**config.mk**
```make
export PLATFORM = sky130hd
export DESIGN_NAME = tremolo_lfo_ctrl
export DESIGN_NICKNAME = d
export VERILOG_FILES = /design/src/rtl/tremolo_lfo_ctrl_pkg.sv /design/src/rtl/tremolo_lfo_ctrl_table.sv /design/src/rtl/tremolo_lfo_ctrl.sv
export SDC_FILE = /design/constraint.sdc
export NUM_CORES = 1
export LEC_CHECK = 0
export BUFFER_PORTS_ARGS = -buffer_cell sky130_fd_sc_hd__buf_4
export CAP_MARGIN = 20
export CELL_PAD_IN_SITES_DETAIL_PLACEMENT = 0
export CELL_PAD_IN_SITES_GLOBAL_PLACEMENT = 1
export CORE_UTILIZATION = 38
export DETAILED_ROUTE_END_ITERATION = 8
export HOLD_SLACK_MARGIN = 0.02
export PLACE_DENSITY = 0.85
export SYNTH_ARGS = -nofsm -noshare
export SYNTH_HDL_FRONTEND = slang
export SYNTH_HIERARCHICAL = 1
export SYNTH_SLANG_ARGS = --single-unit
```
**constraint.sdc**
```tcl
create_clock -name clk -period 3.9 [get_ports clk]
set_clock_uncertainty 0.1 [all_clocks]
set_input_delay 0.78 -clock clk [delete_from_list [all_inputs] [get_ports clk]]
set_output_delay 0.78 -clock clk [all_outputs]
set_load 0.005 [all_outputs]
```
**src/rtl/tremolo_lfo_ctrl_pkg.sv**
```systemverilog
// Shared definitions for the tremolo LFO controller: LFO state encoding,
// index width and maximum depth.
package tremolo_lfo_ctrl_pkg;

  localparam int IDX_W = 3;
  localparam logic [IDX_W-1:0] MAX_DEPTH = 3'd7;

  typedef enum logic {
    RISE = 1'b0,
    FALL = 1'b1
  } lfo_state_e;

endpackage

```
**src/rtl/tremolo_lfo_ctrl_table.sv**
```systemverilog
// Combinational shift datapath: arithmetic right shift of the sample by the
// LFO index when enabled, straight pass-through when bypassed.
module tremolo_table
  import tremolo_lfo_ctrl_pkg::*;
#(
  parameter int DATA_WIDTH = 32
) (
  input  logic [IDX_W-1:0]      counter,
  input  logic                  en,
  input  logic [DATA_WIDTH-1:0] x,
  output logic [DATA_WIDTH-1:0] y
);

  logic signed [DATA_WIDTH-1:0] x_s;

  always_comb begin
    x_s = $signed(x);
    y   = en ? $unsigned(x_s >>> counter) : x;
  end

endmodule

```
**src/rtl/tremolo_lfo_ctrl.sv**
```systemverilog
// Tremolo sequencer: sample-rate prescaler plus triangle LFO driving the
// shift index of tremolo_table. Square wave mode is enabled by TREMOLO_SQUARE_EN.
module tremolo_lfo_ctrl
  import tremolo_lfo_ctrl_pkg::*;
#(
  parameter int DATA_WIDTH = 32,
  parameter int RATE_WIDTH = 16
) (
  input  logic                  clk,
  input  logic                  rst,
  input  logic                  en,
  input  logic                  sample_valid,
  input  logic [DATA_WIDTH-1:0] x_in,
  input  logic [RATE_WIDTH-1:0] rate,
  input  logic [2:0]            depth,
`ifdef TREMOLO_SQUARE_EN
  input  logic                  wave_sel,
`endif
  output logic [DATA_WIDTH-1:0] y_out,
  output logic                  y_valid,
  output logic [2:0]            lfo_idx
);

  lfo_state_e            state_q, state_d;
  logic [IDX_W-1:0]      idx_q, idx_d;
  logic [RATE_WIDTH-1:0] presc_q, presc_d;
  logic [DATA_WIDTH-1:0] y_q, y_d;
  logic                  y_valid_q, y_valid_d;
  logic [DATA_WIDTH-1:0] shifted;
  logic [RATE_WIDTH-1:0] rate_m1;
  logic                  step;
  logic                  square;

`ifdef TREMOLO_SQUARE_EN
  assign square = wave_sel;
`else
  assign square = 1'b0;
`endif

  tremolo_table #(.DATA_WIDTH(DATA_WIDTH)) u_table (
    .counter (idx_q),
    .en      (en),
    .x       (x_in),
    .y       (shifted)
  );

  always_comb begin
    rate_m1 = (rate == '0) ? '0 : rate - 1'b1;
    // >= so that a rate lowered below the running count steps on the next strobe
    step    = en && sample_valid && (presc_q >= rate_m1);

    y_d       = y_q;
    y_valid_d = sample_valid;
    if (sample_valid) y_d = shifted;

    presc_d = presc_q;
    if (en && sample_valid) presc_d = step ? '0 : presc_q + 1'b1;

    idx_d   = idx_q;
    state_d = state_q;
    if (!en || depth == '0) begin
      idx_d   = '0;
      state_d = RISE;
      if (!en) presc_d = '0;
    end else if (idx_q > depth) begin
      // Depth lowered under the index: clamp immediately and head back down
      idx_d   = depth;
      state_d = FALL;
    end else if (step) begin
      if (square) begin
        if (state_q == RISE) begin
          idx_d   = depth;
          state_d = FALL;
        end else begin
          idx_d   = '0;
          state_d = RISE;
        end
      end else if (state_q == RISE) begin
        if (idx_q < depth) begin
          idx_d = idx_q + 1'b1;
          if (idx_q + 1'b1 == depth) state_d = FALL;
        end else begin
          state_d = FALL;
        end
      end else begin
        if (idx_q > '0) begin
          idx_d = idx_q - 1'b1;
          if (idx_q == 3'd1) state_d = RISE;
        end else begin
          state_d = RISE;
        end
      end
    end
  end

  always_ff @(posedge clk) begin
    if (rst) begin
      state_q   <= RISE;
      idx_q     <= '0;
      presc_q   <= '0;
      y_q       <= '0;
      y_valid_q <= 1'b0;
    end else begin
      state_q   <= state_d;
      idx_q     <= idx_d;
      presc_q   <= presc_d;
      y_q       <= y_d;
      y_valid_q <= y_valid_d;
    end
  end

  assign y_out   = y_q;
  assign y_valid = y_valid_q;
  assign lfo_idx = idx_q;

endmodule

```
# Yosys cells after proc, flatten, opt, wreduce, memory -nomap -nowiden
# Cells that the tools add are included.
# W data, S select, Z words.
# word_totals
ff_bits,53
inputBits,55
output_inout_bits,36
wordCells,45
# op_classes
addsub,4
n_lt_le_gt_ge,4
eq_ne,3
shifts,1
n_mux,18
n_reduce_logical,10
# ops
op,n
$mux W16,5
$mux W32,1
$sshr A32 B3 Y32,1
$add A16 B1 Y16 const B,1
$ge A16 B16 Y1,1
$logic_not A16 Y1,1
$sub A16 B1 Y16 const B,1
$mux W3,5
$mux W1,7
$add A3 B1 Y3 const B,1
$eq A3 B1 Y1 const B,1
$eq A3 B3 Y1,1
$gt A3 B1 Y1 const B,1
$gt A3 B3 Y1,1
$logic_not A3 Y1,1
$lt A3 B3 Y1,1
$ne A3 B1 Y1 const B,1
$reduce_and A3 Y1,1
$reduce_bool A3 Y1,1
$sub A3 B1 Y3 const B,1
$logic_and A1 B1 Y1,2
$reduce_bool A2 Y1,1
$reduce_or A2 Y1,1
$logic_not A1 Y1,1
$logic_or A1 B1 Y1,1

# Longest topological paths before layout
# Gate-level depths: netlist of run 1.
# depth
depth_word,8
ltp_mapped,16
ltp_nobuf,13

# Hierarchy
# Netlist of run 1, hierarchy kept.
# by_module_without_submodules
module,n_inst,cells_per_inst,area_each_um2,seq_area_each_um2
tremolo_lfo_ctrl,1,337,2979.1,1061.0
tremolo_table,1,193,1512.7,0.0

# Worst setup path after synthesis of run 1
# OpenSTA, ideal clock, no wires.
# synth_timing
kind,input to register
startpoint,in rate[9]
endpoint,reg presc_q[8]
setup_ps,115
arrival_ps,3746
required_time_ps,3685
setup_slack_ps,-60
cell_stages,16
n_path_buf,3
path_cell_list,or4_1 > nor4_2 > nand2b_1 > nor2_1 > nand2_1 > clkbuf_1 > nand2_1 > ha_1 > nand4_2 > nor3_2 > or4b_1 > and3_1 > buf_6 > o21bai_4 > buf_4 > nor2_1
# synth_between
elab_chain_len,8
elab_cells_between_ends,9
cone_classes,add/sub: 1; order compare: 1; mux: 5; reduce/logical: 2
# synth_rtl
item,line,text
from (decl),tremolo_lfo_ctrl.sv:14,"input logic [RATE_WIDTH-1:0] rate,"
$sub A16 B1 Y16 / $logic_not A16 Y1 (equally long branches),tremolo_lfo_ctrl.sv:48,rate_m1 = (rate == '0) ? '0 : rate - 1'b1;
$mux W16 *,tremolo_lfo_ctrl.sv:48,
$ge A16 B16 Y1 *,tremolo_lfo_ctrl.sv:50,step = en && sample_valid && (presc_q >= rate_m1);
$logic_and A1 B1 Y1 *,tremolo_lfo_ctrl.sv:50,
$mux W16 * (2 in series),tremolo_lfo_ctrl.sv:57,if (en && sample_valid) presc_d = step ? '0 : presc_q + 1'b1;
$mux W16,tremolo_lfo_ctrl.sv:64,if (!en) presc_d = '0;
$mux W16 *,tremolo_lfo_ctrl.sv:61,if (!en || depth == '0) begin
to (signal assigned),tremolo_lfo_ctrl.sv:106,presc_q <= presc_d;
to (decl),tremolo_lfo_ctrl.sv:26,"logic [RATE_WIDTH-1:0] presc_q, presc_d;"
# Every way passes the cells marked *; elsewhere a longest branch is shown, timed or not.
# A chain may end at the register's enable or synchronous reset.

# Worst setup path after layout of run 1
# layout_timing
startpoint,in rate[6]
endpoint,"reg idx_q[1], in the netlist lfo_idx[1]"
# layout_between
elab_chain_len,6
elab_cells_between_ends,7
cone_classes,add/sub: 1; order compare: 1; mux: 1; reduce/logical: 4
# layout_rtl
item,line,text
$sub A16 B1 Y16 / $logic_not A16 Y1 (equally long branches),tremolo_lfo_ctrl.sv:48,
$mux W16 *,tremolo_lfo_ctrl.sv:48,
$ge A16 B16 Y1 *,tremolo_lfo_ctrl.sv:50,
$logic_and A1 B1 Y1 *,tremolo_lfo_ctrl.sv:50,
$reduce_bool A2 Y1 (no source line) *,n/a,
$reduce_and A3 Y1 (no source line) *,n/a,
to (signal assigned),tremolo_lfo_ctrl.sv:105,idx_q <= idx_d;
to (decl),tremolo_lfo_ctrl.sv:25,"logic [IDX_W-1:0] idx_q, idx_d;"
# Marked as above.

==> results.py, run 1 <==
metrics = {
    "finish": {
        "seq_area_sq_um": 1060,
        "final_cell_mix": "buf_4 (115), mux2i_1 (67), nor2_1 (64), dfxtp_1 (52), a22oi_1 (48)",
        "nNetsFinal": 696,
        "fillCellCount": 1104,
        "n_antenna_cell": 0,
        "multiInputGateArea_sq_um": 3350,
        "area_growth_pct": 25.8,
        "layout_commonest_cell": "buf_4",
        "layout.cells.non_filler": 759,
        "layout-drive-gt1-share_pct": 28.7,
    },
    "power": {
        "max-vdd-ir-drop_mv": 0.163,
        "leakage_nw": 2.35,
        "powerDensity_nw_per_um2": 246,
        "power.total_w": 0.00139,
    },
    "die": {
        "initial_core_util_pct": 39.2,
        "design.core.area_sq_um": 11500,
        "die_h_um": 111,
        "boundaryPins": 91,
        "fp.dieW_um": 111,
        "die_area_sq_um": 12300,
        "std_cell_rows": 39,
    },
    "placed_design": {
        "gp_congestion": 0.862,
        "post-place-cells": 751,
        "port_buffers": 90,
        "dp_hpwl_mm": 8.87,
    },
    "clock_network": {
        "root_buffer": "clkbuf_16",
        "cts_sinks": 53,
        "clk_latency_ps": 300,
        "cts.path.max_buffers": 2,
        "numCtsBuffers": 5,
        "cts_tree": "yes",
        "cts_htree_levels": 2,
        "clkSlewWorstSetupHoldPaths_ps": 70,
    },
    "synthesis": {
        "synth_edf_count": 0,
        "ys.warnings.count": 6,
        "synth_nets": 611,
        "synth_ff_type": "dfxtp_1",
        "yosysSeqAreaShare_pct": 23.6,
        "async_flop_share_pct": 0,
        "syn_area_sq_um": 4490,
        "synth_top_area_cell": "dfxtp_1",
        "synth.ff_latch_count": 53,
        "synth.avg_cell_area_sq_um": 8.48,
        "synth_top_area_share_pct": 23.6,
        "syn_inst": 530,
        "yosysUniqueCellTypes": 55,
        "synth_area_leaders": "dfxtp_1 (24%), mux2i_1 (15%), a22oi_1 (8.0%)",
    },
    "global_routing": {
        "grt-ovfl-total": 0,
        "grt_max_degree": 62,
        "grt_pass1_wl_mm": 19.7,
        "grt_pass1_vias": 4022,
        "grt_antenna_before_repair": 0,
        "grt_usage_pct": 19.2,
    },
    "sta": {
        "drv_slew": 0,
        "relSlewSlack_pct": 39.3,
        "hold_slack_ps": 398,
        "fin_crit_ps": 3720,
        "clock.fmax_mhz": 269,
        "finalCritPeriodShare_pct": 95.5,
        "tns_ps": 0,
        "setup_violations": 0,
        "worst_pin_slew_ps": 910,
        "hold_violations": 0,
    },
    "routing": {
        "ant_nets": 0,
        "drc": 0,
        "vias": 4218,
        "vias_per_cell": 5.56,
        "drt_wl_total_mm": 11.9,
        "post_drt_wl_per_cell_um": 15.6,
        "first_pass_iters": 5,
        "drt_iter0_markers": 188,
    },
    "setup_path": {
        "cp-end-kind": "register",
        "worst-setup-path-type": "input port to register",
        "start_kind": "input port",
        "crit_arrival_ps": 3870,
        "worstPathRequired_ps": 4050,
        "path_max_fanout": 5,
    },
    "job": {
        "drv_cap": 0,
    },
    "run_status": {
        "status": "completed",
    },
    "hold_path": {
        "holdCritPathClass": "register to register",
    },
}
report_power, final:
group | leakage (nW) | switching, W | internal, W
registers | 0.434 | 0.0000159 | 0.000566
clock network | 0.0621 | 0.000214 | 0.000238
logic | 1.86 | 0.000175 | 0.000183
cells by family after synthesis:
| logic type | count (synthesis) | synth area share [%] |
|---|---|---|
| fa+ha+maj | 26 | 7.24 |
| flops | 53 | 23.6 |
| xor+xnor | 29 | 5.65 |
| compound gates | 116 | 19.5 |
| buf+inv | 47 | 4.99 |
| mux | 76 | 18.8 |
| simple gates | 183 | 20.3 |
flip-flops by register name, indices dropped and copies added (netlist names):
name     cells
presc_q     16
lfo_idx      3
state_q      1
y_valid      1
y_out       32
routing by layer:
| layer | GRT usage [%] | share of wire [%] | up-vias |
|---|---|---|---|
| met1 | 25.5 | 47 | 1984 |
| li1 | - | - | 2115 |
| met5 | 0 | 0 | - |
| met4 | 5.42 | 1.1 | 0 |
| met3 | 3.39 | 4.6 | 9 |
| met2 | 32.0 | 47 | 110 |
layout make-up:
type                    count  area share, %
clock buffers               5           2.21
clock inverters             3          0.398
inverters                   9          0.598
multi-input cells         430           59.2
flip-flops and latches     53           18.8
well taps                 143           3.17
repair buffers            116           15.6
critical path, stage by stage:
cell       delay [ps]
buf_4             110
or4_4             550
buf_4             170
nor4_4            210
xor2_1            260
nand2_2           100
ha_4              280
nand4_4           100
nor3_4            160
or4b_4            520
and3_4            230
a2111oi_2         280
a21o_1            120
metrics by stage:
step / area, sq um / worst slack, ps / util [%]
3_3_place_gp: 5450 / -170 / 47.5
3_5_place_dp: 5450 / -269 / 47.5
5_1_grt: 5650 / -10.4 / 49.3
6_report: 5650 / 177 / 49.3
2_1_floorplan: 4590 / 2.68 / -
4_1_cts: 5600 / 36.9 / 48.8
worst paths after layout:
path / start / end / slack [ps] / cells after the start
min: y_out[5] / y_out[5] / 400 / 2
max: rate[6] / lfo_idx[1] / 180 / 13
max reg2reg: lfo_idx[1] / lfo_idx[2] / 1400 / 8
min reg2reg: y_out[5] / y_out[5] / 400 / 2
timing repair:
| action | CTS | global route |
|---|---|---|
| setup endpoints to repair | 0 | 20 |
| hold buffers | 0 | 0 |
| endpoints found under the hold margin | 0 | 0 |
| buffers inserted | 0 | 0 |
| gates resized for setup | 0 | 11 |
cell usage after synthesis, drive strengths merged (3+ instances only):
master  count
clkbuf     19
buf        19
nor2       66
dfxtp      53
o21ai       7
a22oi      48
nor2b      31
nand2b      9
nor3        9
inv         9
mux2        4
a31o       25
mux4        5
nand4       5
a21oi      12
xor2       21
nand3      12
mux2i      67
nor4        4
o21a        3
nand2      31
and3        4
xnor2       8
ha         26
a31oi       6
No activity file was read; power rests on OpenSTA's default activity.
==> run 2: changes to the inputs <==
==> constraint.sdc (replaced) <==
create_clock -name clk -period 3.9 [get_ports clk]
set_clock_uncertainty 0.1 [all_clocks]
set_input_delay 0.195 -clock clk [delete_from_list [all_inputs] [get_ports clk]]
set_output_delay 0.195 -clock clk [all_outputs]
set_load 0.005 [all_outputs]
==> results.py, run 2 (synthesized netlist as in run 1, its figures left out) <==
metrics = {
    "finish": {
        "area_growth_pct": 19.8,
        "fillCellCount": 1127,
        "multiInputGateArea_sq_um": 3210,
        "seq_area_sq_um": 1060,
        "final_cell_mix": "buf_4 (97), mux2i_1 (67), nor2_1 (66), dfxtp_1 (52), a22oi_1 (48)",
        "layout-drive-gt1-share_pct": 23.6,
        "layout_commonest_cell": "buf_4",
        "nNetsFinal": 677,
        "largest_reg_flops": 32,
        "n_antenna_cell": 0,
    },
    "setup_path": {
        "worst-setup-path-type": "input port to register",
        "crit_arrival_ps": 3620,
        "cp-end-kind": "register",
        "start_kind": "input port",
        "path_max_fanout": 14,
        "worstPathRequired_ps": 3970,
        "rr_worst_depth": 8,
    },
    "power": {
        "powerDensity_nw_per_um2": 268,
        "leakage_nw": 2.26,
        "max-vdd-ir-drop_mv": 0.169,
    },
    "sta": {
        "rsz0062_at_grt": "no",
        "relSlewSlack_pct": 37.8,
        "tns_ps": 0,
        "hold_slack_ps": 112,
        "drv_slew": 0,
        "clock.fmax_mhz": 282,
        "fin_crit_ps": 3550,
        "setup_slack_ps": 349,
        "setup_violations": 0,
        "hold_violations": 0,
        "finalCritPeriodShare_pct": 91.1,
        "worst_pin_slew_ps": 931,
    },
    "die": {
        "initial_core_util_pct": 39.2,
        "fp.dieW_um": 111,
        "die_h_um": 111,
        "boundaryPins": 91,
        "design.core.area_sq_um": 11500,
        "std_cell_rows": 39,
        "die_area_sq_um": 12300,
    },
    "clock_network": {
        "cts_tree": "yes",
        "root_buffer": "clkbuf_16",
        "cts_sinks": 53,
        "cts_htree_levels": 2,
        "cts_resized": 0,
        "hold_buffers": 0,
        "clkSlewWorstSetupHoldPaths_ps": 70,
        "cts_setup_buffers": 0,
        "clk_latency_ps": 300,
        "numCtsBuffers": 5,
        "cts.path.max_buffers": 2,
    },
    "global_routing": {
        "grtUsageMet3_pct": 3.39,
        "grt_pass1_wl_mm": 19.4,
        "grt_util_met1_pct": 24.6,
        "grt_pass1_vias": 4093,
        "grt-ovfl-total": 0,
        "grt_max_degree": 62,
        "gr-max-usage-layer": "met2",
        "grt_usage_pct": 18.8,
        "grt_antenna_before_repair": 0,
        "use_met2_pct": 31.2,
    },
    "job": {
        "drv_cap": 0,
    },
    "routing": {
        "drt_wl_total_mm": 11.6,
        "vias": 4192,
        "post_drt_wl_per_cell_um": 15.7,
        "ant_nets": 0,
        "drc": 0,
        "drt_iter0_markers": 196,
        "vias_per_cell": 5.66,
        "first_pass_iters": 5,
    },
    "placed_design": {
        "port_buffers": 90,
        "pre_cts_ws_ps": 54.1,
        "dp_hpwl_mm": 8.61,
        "gp_congestion": 0.836,
    },
    "hold_path": {
        "holdCritPathClass": "input port to register",
        "hold_path_depth": 3,
    },
    "run_status": {
        "status": "completed",
    },
}
run 2: cell count changes in the layout (fill, tap and decap cells not counted), sizes merged:
cell and change:
clkbuf +2, clkinvlp -3, bufinv +1, buf -19
run 2: cell type report:
| class | instances | share of cell area (%) |
|---|---|---|
| Multi-Input combinational cell | 430 | 59.6 |
| Sequential cell | 53 | 19.7 |
| Timing Repair Buffer | 97 | 13.5 |
| Tap cell | 143 | 3.32 |
| Clock buffer | 7 | 2.65 |
| Inverter | 9 | 0.628 |
| Clock inverter | 1 | 0.558 |
run 2: metrics by stage:
| stage | cells | cell area, sq um | util (%) | power, W |
|---|---|---|---|---|
| after global placement | 732 | 5210 | 45.4 | 0.000925 |
| after detailed placement | 732 | 5210 | 45.4 | 0.000933 |
| after CTS | 740 | 5380 | 46.9 | 0.00146 |
| after floorplan | 530 | 4490 | - | 0.000793 |
| final | 740 | 5380 | 46.9 | 0.00144 |
| after global routing | 740 | 5380 | 46.9 | 0.00151 |
run 2: path summary, 6_finish.rpt:
path / slack [ps] / to / startpoint
setup / recovery: 350 / presc_q[15] / rate[9]
hold / removal: 110 / y_out[31] / x_in[31]
setup reg to reg: 1110 / lfo_idx[2] / lfo_idx[1]
hold reg to reg: 390 / presc_q[0] / presc_q[0]
run 2: critical path: stages:
cell      delay [ps]
buf_4            110
or4_1            600
nor4_2           250
nand2b_1         150
nor2_1           180
nand2_1          260
nand2_1          150
ha_1             160
nand4_2          140
nor3_2           190
or4b_1           480
and3_1           310
o21bai_4         350
nor2_1            90
run 2: where the power goes:
group          switching, W  leakage [nW]  total, W  internal (W)
sequential        0.0000169         0.434  0.000583      0.000566
clock              0.000199        0.0841  0.000520      0.000321
combinational      0.000167          1.74  0.000339      0.000171
run 2: per-layer routing:
metal	wire length (um)	share of wire (%)
met1	5410	46
met3	565	4.9
met2	5520	47
met5	0	0
met4	145	1.2
